File: config.mk
export PLATFORM = sky130hd
export DESIGN_NAME = a8_bus_responder
export DESIGN_NICKNAME = d
export VERILOG_FILES = /design/src/rtl/a8_bus_responder.sv
export SDC_FILE = /design/constraint.sdc
export NUM_CORES = 1
export LEC_CHECK = 0
export CORE_MARGIN = 10
export CORE_UTILIZATION = 30
export DETAILED_ROUTE_END_ITERATION = 8
export GPL_ROUTABILITY_DRIVEN = 0
export PLACE_DENSITY = 0.53
export SLEW_MARGIN = 25
export SYNTH_ARGS = -nofsm -noshare
export SYNTH_HDL_FRONTEND = slang
export SYNTH_SLANG_ARGS = --single-unit
File: constraint.sdc
create_clock -name clk200 -period 3.55 [get_ports clk200]
set_input_delay 0.5325 -clock clk200 [delete_from_list [all_inputs] [get_ports clk200]]
set_output_delay 0.5325 -clock clk200 [all_outputs]
set_load 0.01 [all_outputs]
File: src/rtl/a8_bus_responder.sv
// Atari 8-bit bus responder: a 16-byte register window served on the A8 bus, synchronised into clk200.
// Optional Math-Pak disable output is compiled in with A8_MPD_RESPONDER_EN.
module a8_bus_responder #(
  parameter logic [15:0] WINDOW_BASE = 16'hD1F0,
  parameter int unsigned HOLD_CYCLES = 4,
  parameter int unsigned SYNC_STAGES = 2
) (
  input  logic        clk200,
  input  logic        rst_n,
  input  logic        a8_clk,
  input  logic        a8_rw_n,
  input  logic        a8_rst_n,
  input  logic [15:0] a8_addr,
  input  logic [7:0]  a8_data_in,
  output logic [7:0]  a8_data_out,
  output logic        a8_data_oe,
  output logic        a8_extsel_n,
  output logic        a8_mpd_n,
  input  logic        reg_we,
  input  logic [3:0]  reg_addr,
  input  logic [7:0]  reg_wdata,
  output logic        wr_evt,
  output logic [3:0]  wr_addr,
  output logic [7:0]  wr_data,
  input  logic        mpd_req,
  output logic [15:0] rd_count
);

  localparam int unsigned CW = (HOLD_CYCLES > 1) ? $clog2(HOLD_CYCLES) : 1;
  localparam logic [CW-1:0] HOLD_LOAD = CW'(HOLD_CYCLES - 1);

  typedef enum logic [1:0] {IDLE, DRIVE, CAPTURE, HOLD} state_t;

  logic [SYNC_STAGES-1:0] clk_sq, rw_sq, rst_sq;
  logic [15:0]            addr_sq [SYNC_STAGES];
  logic [7:0]             din_sq  [SYNC_STAGES];

  always_ff @(posedge clk200 or negedge rst_n) begin
    if (!rst_n) begin
      clk_sq <= '0;
      rw_sq  <= '1;
      rst_sq <= '0;
      for (int unsigned i = 0; i < SYNC_STAGES; i++) begin
        addr_sq[i] <= '0;
        din_sq[i]  <= '0;
      end
    end else begin
      clk_sq     <= {clk_sq[SYNC_STAGES-2:0], a8_clk};
      rw_sq      <= {rw_sq[SYNC_STAGES-2:0], a8_rw_n};
      rst_sq     <= {rst_sq[SYNC_STAGES-2:0], a8_rst_n};
      addr_sq[0] <= a8_addr;
      din_sq[0]  <= a8_data_in;
      for (int unsigned i = 1; i < SYNC_STAGES; i++) begin
        addr_sq[i] <= addr_sq[i-1];
        din_sq[i]  <= din_sq[i-1];
      end
    end
  end

  logic        phi2_s, rw_s, a8rst_s;
  logic [15:0] addr_s;
  logic [7:0]  din_s;

  assign phi2_s  = clk_sq[SYNC_STAGES-1];
  assign rw_s    = rw_sq[SYNC_STAGES-1];
  assign a8rst_s = rst_sq[SYNC_STAGES-1];
  assign addr_s  = addr_sq[SYNC_STAGES-1];
  assign din_s   = din_sq[SYNC_STAGES-1];

  logic phi2_prev_q;
  logic rise, fall, hit;

  assign rise = phi2_s & ~phi2_prev_q;
  assign fall = ~phi2_s & phi2_prev_q;
  assign hit  = (addr_s[15:4] == WINDOW_BASE[15:4]);

  state_t        state_q, state_d;
  logic [CW-1:0] cnt_q, cnt_d;
  logic [3:0]    idx_q, idx_d;
  logic [7:0]    dout_q, dout_d;
  logic          oe_q, oe_d;
  logic          extsel_n_q, extsel_n_d;
  logic          wr_evt_q, wr_evt_d;
  logic [3:0]    wr_addr_q, wr_addr_d;
  logic [7:0]    wr_data_q, wr_data_d;
  logic [15:0]   rd_count_q, rd_count_d;
  logic          a8_we;
  logic [7:0]    regfile_q [16];

  always_comb begin
    state_d    = state_q;
    cnt_d      = cnt_q;
    idx_d      = idx_q;
    dout_d     = dout_q;
    oe_d       = oe_q;
    extsel_n_d = extsel_n_q;
    wr_evt_d   = 1'b0;
    wr_addr_d  = wr_addr_q;
    wr_data_d  = wr_data_q;
    rd_count_d = rd_count_q;
    a8_we      = 1'b0;
    if (!a8rst_s) begin
      state_d    = IDLE;
      oe_d       = 1'b0;
      extsel_n_d = 1'b1;
    end else begin
      case (state_q)
        IDLE: begin
          oe_d       = 1'b0;
          extsel_n_d = 1'b1;
          if (rise && hit) begin
            idx_d = addr_s[3:0];
            if (rw_s) begin
              state_d    = DRIVE;
              dout_d     = regfile_q[addr_s[3:0]];
              rd_count_d = rd_count_q + 16'd1;
            end else begin
              state_d = CAPTURE;
            end
          end
        end
        DRIVE: begin
          extsel_n_d = 1'b0;
          oe_d       = 1'b1;
          if (fall) begin
            state_d = HOLD;
            cnt_d   = HOLD_LOAD;
          end
        end
        CAPTURE: begin
          extsel_n_d = 1'b0;
          if (fall) begin
            state_d   = HOLD;
            cnt_d     = HOLD_LOAD;
            a8_we     = 1'b1;
            wr_evt_d  = 1'b1;
            wr_addr_d = idx_q;
            wr_data_d = din_s;
          end
        end
        HOLD: begin
          if (cnt_q == '0) begin
            state_d    = IDLE;
            oe_d       = 1'b0;
            extsel_n_d = 1'b1;
          end else begin
            cnt_d = cnt_q - CW'(1);
          end
        end
        default: state_d = IDLE;
      endcase
    end
  end

  always_ff @(posedge clk200 or negedge rst_n) begin
    if (!rst_n) begin
      state_q     <= IDLE;
      phi2_prev_q <= 1'b0;
      cnt_q       <= '0;
      idx_q       <= '0;
      dout_q      <= '0;
      oe_q        <= 1'b0;
      extsel_n_q  <= 1'b1;
      wr_evt_q    <= 1'b0;
      wr_addr_q   <= '0;
      wr_data_q   <= '0;
      rd_count_q  <= '0;
    end else begin
      state_q     <= state_d;
      phi2_prev_q <= phi2_s;
      cnt_q       <= cnt_d;
      idx_q       <= idx_d;
      dout_q      <= dout_d;
      oe_q        <= oe_d;
      extsel_n_q  <= extsel_n_d;
      wr_evt_q    <= wr_evt_d;
      wr_addr_q   <= wr_addr_d;
      wr_data_q   <= wr_data_d;
      rd_count_q  <= rd_count_d;
    end
  end

  // A host write colliding with an A8 write to the same entry is dropped.
  always_ff @(posedge clk200 or negedge rst_n) begin
    if (!rst_n) begin
      for (int unsigned i = 0; i < 16; i++) regfile_q[i] <= '0;
    end else begin
      if (a8_we) regfile_q[idx_q] <= wr_data_d;
      if (reg_we && !(a8_we && (reg_addr == idx_q))) regfile_q[reg_addr] <= reg_wdata;
    end
  end

  assign a8_data_out = dout_q;
  assign a8_data_oe  = oe_q;
  assign a8_extsel_n = extsel_n_q;
  assign wr_evt      = wr_evt_q;
  assign wr_addr     = wr_addr_q;
  assign wr_data     = wr_data_q;
  assign rd_count    = rd_count_q;

`ifdef A8_MPD_RESPONDER_EN
  logic mpd_n_q;

  always_ff @(posedge clk200 or negedge rst_n) begin
    if (!rst_n) mpd_n_q <= 1'b1;
    else        mpd_n_q <= ~(a8rst_s && mpd_req && (addr_s[15:11] == 5'b11011));
  end

  assign a8_mpd_n = mpd_n_q;
`else
  logic unused_mpd_req;

  assign unused_mpd_req = mpd_req;
  assign a8_mpd_n       = 1'b1;
`endif

endmodule

==> Word level (Yosys, flattened, before mapping) <==
Index checks and enable logic that the tools add are counted.
{ "totals": {"reg_bits": 230, "latch_bits": 0, "ramBits": 0, "mem_bits_ro": 0, "inputBits": 43, "out_inout_bits": 40, "elab_cells": 106, "memories": 0} }
{ "op_classes": {"addsub": 2, "mul": 0, "div": 0, "magnitude_cmp": 5, "n_eq_ne": 11, "n_shift": 0, "n_mux": 31, "bitwise_logic": 7, "reduce_logical": 16} }
{ "op_table": {"columns": ["op", "count"], "rows": [
  ["128-bit bitwise mux", 2],
  ["128-bit two-way mux", 2],
  ["8-bit demux with 4-bit select", 2],
  ["8-bit two-way mux", 7],
  ["8-bit binary-select mux with 4-bit select", 1],
  ["16-bit by 1-bit adder with 16-bit output, second input constant", 1],
  ["5-bit >= comparator, second input constant", 3],
  ["4-bit NOT with 5-bit output", 3],
  ["12-bit equality test, second input constant", 1],
  ["2-bit two-way mux", 6],
  ["5-bit by 1-bit < comparator with 1-bit output, second input constant", 2],
  ["3-bit AND reduction", 3],
  ["4-bit AND reduction", 2],
  ["1-bit two-way mux", 7],
  ["3-bit != test, second input constant", 2],
  ["1-bit case mux with 3 select lines", 2],
  ["2-bit case mux with 3 select lines", 1],
  ["1-bit logical AND", 5],
  ["2-bit equality test, second input constant", 2],
  ["4-bit equality test", 1],
  ["2-bit logical NOT", 2],
  ["4-bit by 1-bit != test with 1-bit output, second input constant", 1],
  ["2-bit case mux with 2 select lines", 1],
  ["3-bit by 2-bit != test with 1-bit output, second input constant", 1],
  ["other kinds (10)", 12]
]} }

==> Logic depth before layout (Yosys ltp) <==
{ "depth": {"word_depth": 9, "depth_mapped": 10, "mapped_depth_nobuf": 8} }

==> Worst setup path before layout <==
No wires, ideal clock.
{ "synth_path": {"kind": "register to register", "from": "register state_q[0]", "to": "register regfile_q[64] in the netlist's numbering", "setup_ps": 125, "arrival_time_ps": 2047, "required_time_ps": 3425, "slack_ps": 1378, "stages_incl_launch_ff": 10, "path_buffers": 1, "synth_period_minus_slack_ps": 2172, "path_cell_list": "dfrtp_1 -> inv_1 -> ha_1 -> nand4b_4 -> inv_2 -> nand3_2 -> nor3_4 -> buf_12 -> nor3_4 -> mux2_4"} }
{ "synth_via": {"elab_chain_len": 7, "elab_cells_between_ends": 12, "cone_classes": "1 x eq/ne; 8 x mux; 3 x reduce/logical"} }
{ "synth_lines": {"columns": ["element", "line_no", "rtl"], "rows": [
  ["start: declaration", "77", "state_t state_q, state_d;"],
  ["start signal: assignment", "169", "state_q <= state_d;"],
  ["2-bit equality test *", "107", "case (state_q)"],
  ["8-bit two-way mux / 1-bit two-way mux (equally long branches)", "107", null],
  ["8-bit two-way mux / 1-bit two-way mux (equally long branches)", "102", "if (!a8rst_s) begin"],
  ["128-bit bitwise mux / 1-bit logical AND (equally long branches)", "188, 189", null],
  ["128-bit two-way mux / 1-bit logical NOT (equally long branches)", "188, 189", null],
  ["128-bit bitwise mux / 1-bit logical AND (equally long branches)", "189", "if (reg_we && !(a8_we && (reg_addr == idx_q))) regfile_q[reg_addr] <= reg_wdata;"],
  ["128-bit two-way mux *", "189", null],
  ["end signal: indexed assignment", "188", "if (a8_we) regfile_q[idx_q] <= wr_data_d;"],
  ["end signal: indexed assignment", "189", null],
  ["end: declaration", "88", "logic [7:0] regfile_q [16];"]
]} }
Mark *: on every way between the ends. The rest lies on a longest branch, timed or not.
A chain may end at the register's enable or synchronous reset.

==> Worst setup path after layout <==
{ "layout_path": {"from": "register state_q[0]", "to": "register regfile_q[52] in the netlist's numbering"} }
Same word-level chain as after synthesis.

==> results.cfg <==
[run_status]
status = finished, final reports clean

[place]
port_buffers = 80
dpl.hpwl_microns = 19400
dp_cells = 1463

[detailed_routing]
drc = 0
firstDrtPassIters = 5
num_vias = 7249
wl_per_cell_microns = 19.6
drt-total-wl_microns = 29600
ant_nets = 0
drt_iter0_drc = 495
via_per_inst = 4.80

[timing]
tightest_slew_ns = 1.05
tns_ns = 0
period_share_pct = 78.7
skew_ns = 0.0274
finalSetupViolCount = 0
fin_crit_ns = 2.79
max_freq_mhz = 358
maxSlewHeadroom_pct = 30.0
drv_slew = 0
rsz0062_at_grt = no
hold_viol_final = 0

[power]
power.density_nw_per_um2 = 588
ir_drop_mv = 0.377
p_comb_share_pct = 23.8
leakage_nw = 5.97
power_switching_w = 0.00227
p_int_w = 0.00571
p_clk_share_pct = 34.3
seq_power_share_pct = 41.9
netSwitchingFraction_pct = 28.4
p_total_w = 0.00798

[setup_path]
required_ns = 3.97
setup.worst_path.start_class = flip-flop
cp_max_fo = 22
worst-setup-path-type = flip-flop to flip-flop
arrival_ns = 3.21
end_kind = flip-flop

[floorplanning]
die_y_microns = 214
dieArea_sq_um = 45700
initial_core_util_pct = 30.6
core_sq_um = 36800
die_x_microns = 214
io_pins = 83
rows = 70

[global_route]
use_met2_pct = 21.5
track_usage_pct = 13.3
grt_busiest_layer = met2
use_met1_pct = 18.1
grt_pass1_vias = 7518
overflow = 0
grt_pass1_wl_microns = 46600
grt_max_degree = 71
antenna_found_initial = 0
met3_usage_pct = 2.28

[clock_tree]
htree_levels = 1
cts.clk_slew.worst_paths_ns = 0.06
clock-sinks = 230
post_cts_buffers = 0
clk_latency_ns = 0.56
cts_buffer_depth = 3
clockRootBuffer = clkbuf_16
cts_tree = done
cts_buffers = 26

[final_layout]
area_growth_syn_to_layout_pct = 20.5
num_antenna_cells = 0
drive_above_1_share_pct = 26.7
fin_cells = 1510
nNetsFinal = 1074

[logic_synthesis]
synthArstFlopShare_pct = 100
synth_fp_nets = 986
synth_area_per_cell_sq_um = 12.0
synth-seq-cells = 230
yosys_warnings = 0
synth_cell_type_count = 46
yosysSeqAreaShare_pct = 51.2
netlist_area_sq_um = 11300
synthFlopType = dfrtp_1
synthCells = 936
synth_edf_count = 0

[min_path]
hp-class = flip-flop to flip-flop

[job]
drv_cap = 0
==> synthesized netlist by cell type, types with 2 or more instances <==
cell / count / area share [%]
and4b_1: 2 / 0.18
and2_1: 3 / 0.17
nand3b_1: 2 / 0.13
inv_1: 18 / 0.60
ha_1: 7 / 0.78
clkbuf_1: 41 / 1.4
mux2i_1: 13 / 1.2
nor3_2: 3 / 0.27
xnor2_1: 13 / 1.0
nor2b_1: 6 / 0.33
o21ai_0: 146 / 6.5
buf_4: 3 / 0.20
buf_2: 11 / 0.49
nor3_1: 7 / 0.31
a21oi_1: 5 / 0.22
mux2_2: 61 / 6.1
nand2b_1: 5 / 0.28
mux4_2: 32 / 6.4
xor2_1: 6 / 0.47
nand4_1: 6 / 0.33
nor4b_4: 2 / 0.42
buf_1: 3 / 0.10
nor2_1: 8 / 0.27
mux2i_2: 3 / 0.37
dfstp_2: 3 / 0.70
nor3_4: 11 / 1.6
dfrtp_1: 227 / 50
nand3_1: 23 / 1.0
and3_1: 2 / 0.11
mux2_4: 80 / 11
nand2_1: 169 / 5.6
==> worst paths after layout <==
| check | start | endpoint | slack (ns) | cells after the start |
|---|---|---|---|---|
| min in group asynchronous | rst_n | din_sq[12] | 0.54 | 2 |
| setup / recovery | state_q[0] | regfile_q[52] | 0.76 | 10 |
| hold / removal | addr_sq[29] | addr_s[13] | 0.35 | 0 |
| hold reg to reg | addr_sq[29] | addr_s[13] | 0.35 | 0 |
| setup reg to reg | state_q[0] | regfile_q[52] | 0.76 | 10 |
| max in group asynchronous | rst_n | addr_s[8] | 2.02 | 3 |
==> per-stage QoR <==
step / instance area (sq um) / hold WS [ns] / setup WS, ns / utilization [%]
after floorplan: 11300 / 0.237 / 1.38 / -
after global placement: 12700 / 0.333 / 0.650 / 34.5
after detailed placement: 12700 / 0.335 / 0.644 / 34.5
after CTS: 13600 / 0.349 / 0.709 / 36.9
after global routing: 13600 / 0.348 / 0.519 / 36.9
final: 13600 / 0.345 / 0.758 / 36.9
==> placed cells by master (no fill, tap or decap), types with 4 or more instances in the layout <==
| master | count |
|---|---|
| a21oi_1 | 5 |
| buf_4 | 36 |
| clkbuf_1 | 7 |
| clkbuf_16 | 26 |
| clkdlybuf4s50_1 | 79 |
| clkinv_2 | 4 |
| dfrtp_1 | 226 |
| ha_1 | 7 |
| inv_1 | 18 |
| mux2_2 | 61 |
| mux2_4 | 80 |
| mux2i_1 | 13 |
| mux4_2 | 32 |
| nand2_1 | 169 |
| nand2b_1 | 5 |
| nand3_1 | 23 |
| nand4_1 | 6 |
| nor2_1 | 8 |
| nor2b_1 | 6 |
| nor3_1 | 7 |
| nor3_4 | 11 |
| o21ai_0 | 146 |
| xnor2_1 | 13 |
| xor2_1 | 6 |
==> cells by family after synthesis <==
family,after synthesis,share of synthesized area (%)
AOI/OAI and AO/OA,155,6.99
xor gates and xnor gates,19,1.48
adders and majority gates,7,0.778
buffers and inverters,78,2.97
DFF,230,51.2
muxes,189,24.7
other,1,0.0333
and+or+nand+nor,257,11.9
==> power by group through the flow <==
stage / Combinational [W] / Clock (W) / Sequential, W
finish: 0.00190 / 0.00274 / 0.00334
CTS: 0.00191 / 0.00282 / 0.00334
global route: 0.00211 / 0.00292 / 0.00340
global placement: 0.00187 / 0 / 0.00337
detailed placement: 0.00190 / 0 / 0.00339
floorplan: 0.00129 / 0 / 0.00332
==> layer usage <==
layer	vias to the layer above	share of wire [%]
met5	-	0
met4	0	1.8
met3	34	4.4
met2	123	47
met1	3643	46
li1	3449	-
==> critical path, cell delays in order, from the launching register on <==
cell,delay (ns)
dfrtp_1,0.41
inv_1,0.13
ha_1,0.21
nand4b_4,0.13
inv_2,0.29
nand3_2,0.16
nor3_4,0.40
buf_4,0.32
nor3_4,0.06
buf_4,0.22
mux2_4,0.31
==> flip-flops by register name, summed over array words and instances, names as in the netlist <==
register and cells:
phi2_prev_q 1, a8_data_out 8, idx_q 4, din_s 8, rw_sq 2, a8_data_oe 1, addr_sq 16, a8_extsel_n 1
wr_data 8, wr_evt 1, rd_count 16, cnt_q 2, state_q 2, rst_sq 2, clk_sq 2, din_sq 8
wr_addr 4, regfile_q 128, addr_s 16
==> cell type report <==
| cell class | count | area [sq um] |
|---|---|---|
| sequential | 230 | 5760 |
| fill | 3601 | 23200 |
| tap | 468 | 586 |
| timing repair buffer | 119 | 1130 |
| inverter | 19 | 71.3 |
| clock inverter | 10 | 143 |
| clock buffer | 36 | 718 |
| multi-input combinational | 628 | 5160 |
==> repair_timing <==
item	CTS	global route
gates resized for setup	0	0
endpoints found under the hold margin	53	0
hold buffers	1	0
(Power assumes the default switching activity.)
